$ cat config.mk
export PLATFORM = sky130hd
export DESIGN_NAME = lt24_bus_decoder
export DESIGN_NICKNAME = d
export VERILOG_FILES = /design/src/rtl/lt24_pkg.sv /design/src/rtl/lt24_bus_sync.sv /design/src/rtl/lt24_bus_decoder.sv
export SDC_FILE = /design/constraint.sdc
export NUM_CORES = 1
export LEC_CHECK = 0
export ABC_AREA = 0
export BUFFER_PORTS_ARGS = -buffer_cell sky130_fd_sc_hd__buf_2
export CORE_MARGIN = 3
export CORE_UTILIZATION = 52
export CTS_CLUSTER_DIAMETER = 100
export DETAILED_ROUTE_END_ITERATION = 6
export HOLD_SLACK_MARGIN = 0.1
export PLACE_DENSITY_LB_ADDON = 0.2
export SLEW_MARGIN = 5
export SYNTH_ARGS = -nofsm -noshare
export SYNTH_HDL_FRONTEND = slang
export SYNTH_SLANG_ARGS = --single-unit
$ cat constraint.sdc
create_clock -name clock -period 4.8 [get_ports clock]
set_input_delay 0.24 -clock clock [delete_from_list [all_inputs] [get_ports clock]]
set_output_delay 0.24 -clock clock [all_outputs]
set_load 0.1 [all_outputs]
$ cat src/rtl/lt24_pkg.sv
// Shared command codes and decoder state encoding for the LT24 write-bus decoder.
package lt24_pkg;
    localparam logic [7:0] CMD_SWRESET = 8'h01;
    localparam logic [7:0] CMD_DISPOFF = 8'h28;
    localparam logic [7:0] CMD_DISPON  = 8'h29;
    localparam logic [7:0] CMD_CASET   = 8'h2A;
    localparam logic [7:0] CMD_PASET   = 8'h2B;
    localparam logic [7:0] CMD_RAMWR   = 8'h2C;

    typedef enum logic [2:0] {
        IDLE,
        COL_PARAM,
        PAGE_PARAM,
        MEM_WRITE,
        OTHER_PARAM
    } lt24_state_t;
endpackage

$ cat src/rtl/lt24_bus_sync.sv
// Two-flop synchroniser for the LT24 bus plus write-edge and read/collision error detection.
module lt24_bus_sync (
    input  logic        clock,
    input  logic        reset,
    input  logic        i_clear,
    input  logic        i_cs_n,
    input  logic        i_wr_n,
    input  logic        i_rd_n,
    input  logic        i_rs,
    input  logic [15:0] i_data,
    output logic        o_wrEvent,
    output logic        o_rdError,
    output logic        o_rsS,
    output logic [15:0] o_dataS
);
    import lt24_pkg::*;

    // Stage [2] holds the sample taken one clock before stage [1]; a write
    // completes when [1] sees Wr_n high and [2] still holds the low sample.
    logic [2:0]       r_cs, r_wr, r_rs;
    logic [1:0]       r_rd;
    logic [2:0][15:0] r_data;
    logic             r_errCond, r_collide;
    logic             r_wrEvent, r_rdError, r_rsS;
    logic [15:0]      r_dataS;

    logic w_errCond, w_wrRise;

    assign w_errCond = ~r_rd[1] & (~r_cs[1] | ~r_wr[1]);
    assign w_wrRise  = r_wr[1] & ~r_wr[2] & ~r_cs[2] & ~r_collide;

    always_ff @(posedge clock or negedge reset) begin
        if (!reset) begin
            r_cs      <= '1;
            r_wr      <= '1;
            r_rd      <= '1;
            r_rs      <= '0;
            r_data    <= '0;
            r_errCond <= 1'b0;
            r_collide <= 1'b0;
            r_wrEvent <= 1'b0;
            r_rdError <= 1'b0;
            r_rsS     <= 1'b0;
            r_dataS   <= '0;
        end else begin
            r_cs      <= i_clear ? 3'b111 : {r_cs[1:0], i_cs_n};
            r_wr      <= i_clear ? 3'b111 : {r_wr[1:0], i_wr_n};
            r_rd      <= i_clear ? 2'b11  : {r_rd[0], i_rd_n};
            r_rs      <= i_clear ? 3'b000 : {r_rs[1:0], i_rs};
            r_data    <= i_clear ? '0     : {r_data[1:0], i_data};
            r_errCond <= ~i_clear & w_errCond;
            r_rdError <= ~i_clear & w_errCond & ~r_errCond;
            // a write that saw Rd_n low at any point of its low phase is dropped
            r_collide <= ~i_clear & ((~r_wr[1] & ~r_rd[1]) | (r_collide & ~r_wr[1]));
            r_wrEvent <= ~i_clear & w_wrRise;
            r_rsS     <= ~i_clear & r_rs[2];
            r_dataS   <= i_clear ? '0 : r_data[2];
        end
    end

    assign o_wrEvent = r_wrEvent;
    assign o_rdError = r_rdError;
    assign o_rsS     = r_rsS;
    assign o_dataS   = r_dataS;
endmodule

$ cat src/rtl/lt24_bus_decoder.sv
// LT24 write-bus decoder: command/parameter/pixel strobes with CASET/PASET window tracking.
module lt24_bus_decoder #(
    parameter int WIDTH  = 240,
    parameter int HEIGHT = 320
) (
    input  logic        clock,
    input  logic        reset,
    input  logic        LT24Reset_n,
    input  logic        LT24CS_n,
    input  logic        LT24Wr_n,
    input  logic        LT24Rd_n,
    input  logic        LT24RS,
    input  logic [15:0] LT24Data,
    output logic        cmdStrobe,
    output logic [7:0]  cmdCode,
    output logic        paramStrobe,
    output logic [7:0]  paramData,
    output logic        pixelWrite,
    output logic [7:0]  pixelX,
    output logic [8:0]  pixelY,
    output logic [15:0] pixelData,
    output logic        displayOn,
    output logic        protocolError
);
    import lt24_pkg::*;

    localparam logic [7:0]  X_END = 8'(WIDTH - 1);
    localparam logic [8:0]  Y_END = 9'(HEIGHT - 1);
    localparam logic [15:0] X_LIM = 16'(WIDTH);
    localparam logic [15:0] Y_LIM = 16'(HEIGHT);

    logic        w_wrEvent, w_rdError, w_rsS;
    logic [15:0] w_dataS;

    lt24_bus_sync u_sync (
        .clock     (clock),
        .reset     (reset),
        .i_clear   (~LT24Reset_n),
        .i_cs_n    (LT24CS_n),
        .i_wr_n    (LT24Wr_n),
        .i_rd_n    (LT24Rd_n),
        .i_rs      (LT24RS),
        .i_data    (LT24Data),
        .o_wrEvent (w_wrEvent),
        .o_rdError (w_rdError),
        .o_rsS     (w_rsS),
        .o_dataS   (w_dataS)
    );

    lt24_state_t r_state;
    logic [7:0]  r_sc, r_ec, r_x;
    logic [8:0]  r_sp, r_ep, r_y;
    logic [7:0]  r_startHi, r_startLo, r_endHi;
    logic [2:0]  r_pcnt;
    logic        r_cmdStrobe, r_paramStrobe, r_pixelWrite, r_displayOn, r_protocolError;
    logic [7:0]  r_cmdCode, r_paramData;
    logic [15:0] r_pixelData;

    logic [15:0] w_start, w_end, w_lim;
    logic        w_winOk, w_swreset;

    assign w_start   = {r_startHi, r_startLo};
    assign w_end     = {r_endHi, w_dataS[7:0]};
    assign w_lim     = (r_state == COL_PARAM) ? X_LIM : Y_LIM;
    assign w_winOk   = (w_start <= w_end) && (w_end < w_lim);
    assign w_swreset = w_wrEvent & ~w_rsS & (w_dataS[7:0] == CMD_SWRESET);

    always_ff @(posedge clock or negedge reset) begin
        if (!reset) begin
            r_state         <= IDLE;
            r_sc            <= '0;
            r_ec            <= X_END;
            r_sp            <= '0;
            r_ep            <= Y_END;
            r_x             <= '0;
            r_y             <= '0;
            r_startHi       <= '0;
            r_startLo       <= '0;
            r_endHi         <= '0;
            r_pcnt          <= '0;
            r_cmdStrobe     <= 1'b0;
            r_paramStrobe   <= 1'b0;
            r_pixelWrite    <= 1'b0;
            r_protocolError <= 1'b0;
            r_displayOn     <= 1'b0;
            r_cmdCode       <= '0;
            r_paramData     <= '0;
            r_pixelData     <= '0;
        end else begin
            r_cmdStrobe     <= 1'b0;
            r_paramStrobe   <= 1'b0;
            r_pixelWrite    <= 1'b0;
            r_protocolError <= LT24Reset_n & w_rdError;
            // display reset wins over any write completing in the same cycle
            if (!LT24Reset_n || w_swreset) begin
                r_state     <= IDLE;
                r_sc        <= '0;
                r_ec        <= X_END;
                r_sp        <= '0;
                r_ep        <= Y_END;
                r_x         <= '0;
                r_y         <= '0;
                r_startHi   <= '0;
                r_startLo   <= '0;
                r_endHi     <= '0;
                r_pcnt      <= '0;
                r_displayOn <= 1'b0;
                r_paramData <= '0;
                r_pixelData <= '0;
                r_cmdStrobe <= LT24Reset_n;
                r_cmdCode   <= LT24Reset_n ? CMD_SWRESET : 8'h00;
            end else if (w_wrEvent && !w_rsS) begin
                r_cmdStrobe <= 1'b1;
                r_cmdCode   <= w_dataS[7:0];
                r_pcnt      <= '0;
                case (w_dataS[7:0])
                    CMD_CASET:   r_state <= COL_PARAM;
                    CMD_PASET:   r_state <= PAGE_PARAM;
                    CMD_RAMWR: begin
                        r_state <= MEM_WRITE;
                        r_x     <= r_sc;
                        r_y     <= r_sp;
                    end
                    CMD_DISPOFF: begin
                        r_state     <= IDLE;
                        r_displayOn <= 1'b0;
                    end
                    CMD_DISPON: begin
                        r_state     <= IDLE;
                        r_displayOn <= 1'b1;
                    end
                    default:     r_state <= OTHER_PARAM;
                endcase
            end else if (w_wrEvent) begin
                case (r_state)
                    COL_PARAM, PAGE_PARAM: begin
                        r_paramStrobe <= 1'b1;
                        r_paramData   <= w_dataS[7:0];
                        if (r_pcnt != 3'd4) r_pcnt <= r_pcnt + 3'd1;
                        case (r_pcnt)
                            3'd0: r_startHi <= w_dataS[7:0];
                            3'd1: r_startLo <= w_dataS[7:0];
                            3'd2: r_endHi   <= w_dataS[7:0];
                            3'd3: begin
                                if (!w_winOk) begin
                                    r_protocolError <= 1'b1;
                                end else if (r_state == COL_PARAM) begin
                                    r_sc <= r_startLo;
                                    r_ec <= w_dataS[7:0];
                                end else begin
                                    r_sp <= w_start[8:0];
                                    r_ep <= w_end[8:0];
                                end
                            end
                            default: ;
                        endcase
                    end
                    MEM_WRITE: begin
                        r_pixelWrite <= 1'b1;
                        r_pixelData  <= w_dataS;
                        // pixelX/pixelY mirror r_x/r_y, so the advance lands after this pulse
                        if (r_x == r_ec) begin
                            r_x <= r_sc;
                            r_y <= (r_y == r_ep) ? r_sp : r_y + 9'd1;
                        end else begin
                            r_x <= r_x + 8'd1;
                        end
                    end
                    default: begin
                        r_paramStrobe <= 1'b1;
                        r_paramData   <= w_dataS[7:0];
                    end
                endcase
            end
        end
    end

    // Registered pixel position lags the counters by one write.
    logic [7:0] r_pixX;
    logic [8:0] r_pixY;
    always_ff @(posedge clock or negedge reset) begin
        if (!reset) begin
            r_pixX <= '0;
            r_pixY <= '0;
        end else if (!LT24Reset_n || w_swreset) begin
            r_pixX <= '0;
            r_pixY <= '0;
        end else if (w_wrEvent && w_rsS && r_state == MEM_WRITE) begin
            r_pixX <= r_x;
            r_pixY <= r_y;
        end
    end

    assign cmdStrobe     = r_cmdStrobe;
    assign cmdCode       = r_cmdCode;
    assign paramStrobe   = r_paramStrobe;
    assign paramData     = r_paramData;
    assign pixelWrite    = r_pixelWrite;
    assign pixelX        = r_pixX;
    assign pixelY        = r_pixY;
    assign pixelData     = r_pixelData;
    assign displayOn     = r_displayOn;
    assign protocolError = r_protocolError;
endmodule

==> flow_summary.yaml, run 1 <==
logic_synthesis:
  synthArstFlopShare: 1.00
  synthCells: 876
  syn_avg_cell_area_sq_um: 10.7
  synth_edf_count: 0
  synth_top_area_cell: "dfrtp_1"
  synth-warning-count: 0
  synth_fp_nets: 924
  yosys-top-cells-area: "dfrtp_1 52%, mux2i_1 7.1%, dfstp_2 6.2%, nand2_1 5.3%, and2_1 4.8%"
  ys_types: 54
  ys_seq_area_frac: 0.577
  synth_top_cell_area_share: 0.516
  synth_area_sq_um: 9370
  synthFlopType: "dfrtp_1"
  synth-seq-cells: 215
job:
  cap_violations: 0
clock_tree:
  insertion_delay_ns: 0.50
  cts_resized: 0
  cts.htree.levels: 1
  cts_tree: "built"
  cts_inserted_buffers: 23
  clock_sinks: 215
  cts_max_path_buffers: 3
  cts.clk_slew.worst_paths_ns: 0.06
  cts_root_buf: "clkbuf_16"
placed_design:
  dp_slack_ns: 1.63
  hpwlAfterDp_microns: 13200
  placed_cells: 1135
  io_buffers: 76
  globalplace.congestion: 0.815
timing:
  slew_violations: 0
  post-route-min-period_ns: 3.13
  timing.slew.headroom: 0.217
  hold_violations: 0
  hold_ws_ns: 0.171
  finClkSkew_ns: 0.00595
  period_share: 0.651
  report.final.setup_viol: 0
  fmax_mhz: 320
  rsz0062_at_grt: "false"
  tightest_slew_ns: 1.17
  fin_tns_setup_ns: 0
  setup_slack_ns: 1.67
drt:
  viasPerCell: 5.31
  ant_nets: 0
  num_vias: 6355
  routed_wl_microns: 19900
  drt_first_iter_violations: 293
  wl_per_cell_microns: 16.6
  first_pass_iters: 5
  drc_errors: 0
critical_path:
  critical_path.cell_chain: "inv_1 > ha_1 > nand4_1 > or4_1 > o31ai_1 > nand3_1 > mux2i_1"
  crit_family: "simple AND/OR/NAND/NOR gates"
  worstPathMaxFanout: 18
  reg2reg_from: "u_sync.o_dataS[7]"
  slowest_delay_ns: 0.85
  crit_path_end_kind: "flip-flop"
  crit_arrival_ns: 3.53
  critPathKind: "flip-flop to flip-flop"
  worstPathRequired_ns: 5.20
  crit_start: "u_sync.o_dataS[7]"
  critPathLaunchType: "flip-flop"
  crit_buf_inv: 1
  crit_slowest_cell: "nand3_1"
finish:
  finalNonFillerCells: 1197
  area_delta_synth_final_pct: 15.9
  multi_input_area_sq_um: 3600
  drive_gt1_frac: 0.164
  seq_area_sq_um: 5410
  mostFrequentLayoutCells: "193 x dfrtp_1, 132 x nand2_1, 75 x buf_2, 72 x and2_1"
  antennaDiodeCount: 0
  final_common_cell: "dfrtp_1"
  fillers: 1441
  fin_nets: 1004
power:
  power.density_nw_per_um2: 352
  worst_ir_drop_vdd_v: 0.000344
  finalPower_mw: 3.83
  power.leakage_nw: 5.04
global_route:
  track_usage: 0.206
  grt_pass1_vias: 6286
  grt.overflow.total: 0
  grt_max_degree: 96
  grt_pass1_wl_microns: 33000
  antenna_found_initial: 0
floorplan:
  die_area_sq_um: 19700
  io_pins: 77
  core_sq_um: 17500
  fp.dieW_microns: 140
  initial_utilization: 0.536
  die_height_microns: 140
  rows: 48
worst_hold_path:
  hold_start: "LT24Reset_n"
  hp-class: "primary input to flip-flop"
status:
  status: "completed"
worst paths after layout:
check	depth (start not counted)	end	slack (ns)
worst max-delay path	7	r_ep[3]	1.67
worst min-delay path	3	r_state[0]	0.17
worst max register to register	7	r_ep[3]	1.67
worst min register to register	1	u_sync.o_rdError	0.39
max in group asynchronous	3	u_sync.r_data[1]	3.33
min in group asynchronous	2	pixelY[8]	0.38
cells in the mapped netlist, drive strengths merged (4+ instances only):
cell type / instances
and2: 72
nor2: 68
nor3: 8
ha: 25
buf: 23
nor4: 4
o31ai: 5
mux2i: 66
nand3: 13
and3: 9
a21oi: 58
nand2: 133
dfstp: 22
nand4: 10
dfrtp: 193
o2bb2ai: 8
o21ai: 29
clkbuf: 29
nor3b: 7
inv: 24
nand2b: 11
nor2b: 5
xnor2: 19
per-stage QoR:
step / area [sq um] / utilization
after global routing: 10900 / 0.621
after floorplan: 9370 / -
final: 10900 / 0.621
after CTS: 10900 / 0.621
after global placement: 9850 / 0.563
after detailed placement: 9850 / 0.563
final cells by class:
cell class / count / share of cell area
Sequential cell: 215 / 0.498
Multi-Input combinational cell: 584 / 0.331
Timing Repair Buffer: 107 / 0.0621
Clock buffer: 28 / 0.0594
Tap cell: 225 / 0.0259
Clock inverter: 13 / 0.0143
Inverter: 25 / 0.00864
per-layer routing:
| metal | up-vias | wire (microns) | GRT usage | share of wire |
|---|---|---|---|---|
| li1 | 3096 | - | - | - |
| met1 | 3085 | 8990 | 0.292 | 0.45 |
| met2 | 137 | 9600 | 0.337 | 0.48 |
| met3 | 37 | 792 | 0.0259 | 0.040 |
| met4 | 0 | 500 | 0.0571 | 0.025 |
| met5 | - | 0 | 0 | 0 |
sequential cells by signal (all words and copies together) (netlist names), 8 cells and up:
name and cells:
cmdCode 8, paramData 8, pixelData 16, pixelX 8
pixelY 9, r_ec 8, r_endHi 8, r_ep 9
r_sc 8, r_sp 9, r_startHi 8, r_startLo 8
r_x 8, r_y 9, u_sync.o_dataS 16, u_sync.r_data 48
kinds of logic after synthesis:
kind of cell,Yosys count,share of synthesized area
AND/OR/NAND/NOR,348,0.180
buffers and inverters,77,0.0391
multiplexers,66,0.0705
adder cells (fa/ha/maj),25,0.0334
flip-flops,215,0.577
AO/OA/AOI/OAI,125,0.0806
XOR/XNOR,20,0.0187
where the power goes:
group	total (mW)	internal [mW]	switching (mW)
clock network	1.82	1.12	0.705
registers	1.85	1.84	0.0146
logic	0.147	0.0481	0.0991
worst reg2reg max path, stage by stage, from the launching register on:
cell and delay (ns):
dfrtp_1 0.64, inv_1 0.09, ha_1 0.32, nand4_1 0.10, or4_1 0.48, o31ai_1 0.11
nand3_1 0.85, mux2i_1 0.44
timing repair:
item | CTS | global route
setup buffers | 0 | 0
hold buffers | 21 | 0
endpoints found under the hold margin | 100 | 0
Note: power is estimated with default switching activity, not from simulation.
==> run 2: changes to the inputs <==
ABC_AREA = 1   (was 0)
clock period = 2.89 ns   (was 4.8 ns; I/O delays follow)
==> flow_summary.yaml, run 2 <==
clock_tree:
  cts.clk_slew.worst_paths_ns: 0.06
  clock_sinks: 215
  cts_inserted_buffers: 23
  cts.htree.levels: 1
  cts_max_path_buffers: 3
  insertion_delay_ns: 0.51
  post_cts_buffers: 0
  cts_tree: "built"
  cts_root_buf: "clkbuf_16"
logic_synthesis:
  synth.most_common_cell: "nand2_1"
  synth_edf_count: 0
  synth_fp_nets: 1095
  synth-seq-cells: 215
  synthArstFlopShare: 1.00
  synthCells: 1047
  synth_area_sq_um: 9470
  synth-warning-count: 0
  synth_top_cell_area_share: 0.510
  synthFlopType: "dfrtp_1"
  yosys-top-cells-area: "dfrtp_1 51%, nand2_1 13%, dfstp_2 6.1%, inv_1 5.9%, nand3_1 4.2%"
  ys_types: 40
  ys_seq_area_frac: 0.571
  syn_avg_cell_area_sq_um: 9.05
  synth_top_area_cell: "dfrtp_1"
  ys_top_cells_by_count: "323 x nand2_1, 193 x dfrtp_1, 149 x inv_1"
worst_hold_path:
  hp-class: "primary input to asynchronous set/reset pin"
drt:
  drt_first_iter_violations: 492
  viasPerCell: 4.98
  num_vias: 6931
  highest_layer: "met4"
  routed_wl_microns: 20400
  wl_met1_microns: 9450
  wl_met3_microns: 872
  wl_met2_microns: 9440
  first_pass_iters: 5
  drc_errors: 0
  wl_per_cell_microns: 14.6
  ant_nets: 0
finish:
  antennaDiodeCount: 0
  fin_nets: 1199
  largest_reg_flops: 48
  drive_gt1_frac: 0.159
  final_common_cell: "nand2_1"
  mostFrequentLayoutCells: "323 x nand2_1, 193 x dfrtp_1, 149 x inv_1, 79 x nand3_1, 75 x buf_2"
  regMostFlops: "u_sync.r_data"
  area_delta_synth_final_pct: 17.1
floorplan:
  die_area_sq_um: 19900
  fp.dieW_microns: 141
  initial_utilization: 0.540
  rows: 48
  io_pins: 77
  core_sq_um: 17500
  die_height_microns: 141
critical_path:
  slowest_delay_ns: 0.39
  crit_slowest_cell: "dfrtp_1"
  crit_cells: 12
  crit_path_end_kind: "flip-flop"
  crit_family: "simple AND/OR/NAND/NOR gates"
  worstPathMaxFanout: 17
  crit_arrival_ns: 2.83
  crit_buf_inv: 1
  critPathKind: "flip-flop to flip-flop"
  ff2ff_path_depth: 12
  critical_path.cell_chain: "inv_1 > nand3_2 > ha_1 > nand2_1 > nor2_1 > o21ai_0 > nand3_1 > nor2_2 > nand3_2 > nand2_4 > nand2_1 > nand2_1"
  critPathLaunchType: "flip-flop"
  worstPathRequired_ns: 3.34
  cpMostUsedCell: "nand2_1"
job:
  cap_violations: 0
timing:
  period_share: 0.826
  timing.slew.headroom: 0.587
  post-route-min-period_ns: 2.39
  report.final.setup_viol: 0
  hold_violations: 0
  slew_violations: 0
  tightest_slew_ns: 0.620
  finClkSkew_ns: 0.00940
  fmax_mhz: 419
  rsz0062_at_grt: "false"
  fin_tns_setup_ns: 0
  setup_slack_ns: 0.502
placed_design:
  dp_slack_ns: 0.579
  io_buffers: 76
  globalplace.congestion: 0.892
  hpwlAfterDp_microns: 13800
global_route:
  grt.overflow.total: 0
  grt_pass1_wl_microns: 34200
  antenna_found_initial: 0
  track_usage: 0.210
  grt_pass1_vias: 6836
  grt_max_degree: 86
status:
  status: "completed"
power:
  worst_ir_drop_vdd_v: 0.000593
  power.density_nw_per_um2: 603
  power.leakage_nw: 6.14
## run 2: changes by cell type in the layout (fill, tap and decap cells not counted), moves of 15 or more
cell	change
mux2i_1	-66
xor2_1	+15
nand2_1	+191
nor2_1	-26
nand3_1	+66
and2_1	-72
a21oi_1	-46
inv_1	+125
o21ai_0	+22
## run 2: stage by stage
step	area, sq um	cells	util	power (mW)	hold slack, ns
after floorplan	9470	1047	-	3.44	-0.151
after global placement	10000	1326	0.572	3.58	0.205
after detailed placement	10000	1326	0.572	3.59	0.205
after CTS	11100	1393	0.633	6.76	0.236
after global routing	11100	1393	0.633	6.94	0.248
final	11100	1393	0.633	6.69	0.204
## run 2: final cells by class
type / count / area (sq um)
fill: 1459 / 6440
sequential: 215 / 5410
multi-input combinational: 641 / 3260
timing repair buffer: 113 / 742
clock buffer: 32 / 629
inverter: 157 / 594
tap: 225 / 282
clock inverter: 10 / 181
## run 2: per-layer routing
| metal | global-route usage | vias to the layer above |
|---|---|---|
| met5 | 0 | - |
| met4 | 0.0586 | 0 |
| met3 | 0.0319 | 43 |
| met2 | 0.346 | 163 |
| met1 | 0.293 | 3255 |
| li1 | - | 3470 |
## run 2: kinds of logic (layout without fill, tap and decap cells)
logic type / after synthesis / in the layout / synth area share
buf+inv: 191 / 312 / 0.0854
fa+ha+maj: 25 / 25 / 0.0330
compound gates: 100 / 100 / 0.0627
simple gates: 490 / 490 / 0.224
flops: 215 / 215 / 0.571
xor+xnor: 26 / 26 / 0.0240
## run 2: power breakdown
group | internal, mW | switching, mW
Clock | 1.97 | 1.16
Combinational | 0.135 | 0.271
Sequential | 3.10 | 0.0471
Total | 5.21 | 1.48
## run 2: final timing paths
check                                  from                end  slack, ns
max in group asynchronous             reset     u_sync.r_rd[1]       1.82
min in group clock             LT24Data[14]  u_sync.r_data[14]       0.36
setup reg to reg                 r_state[1]            r_ec[4]       0.50
setup / recovery                 r_state[1]            r_ec[4]       0.50
hold reg to reg            u_sync.r_errCond   u_sync.o_rdError       0.40
hold / removal                        reset         r_endHi[4]       0.20
## run 2: what timing repair did
action                                 in CTS  in global routing
gates resized for setup                     0                  0
setup endpoints to repair                   0                  0
endpoints found under the hold margin     104                  0
hold buffers                               25                  0
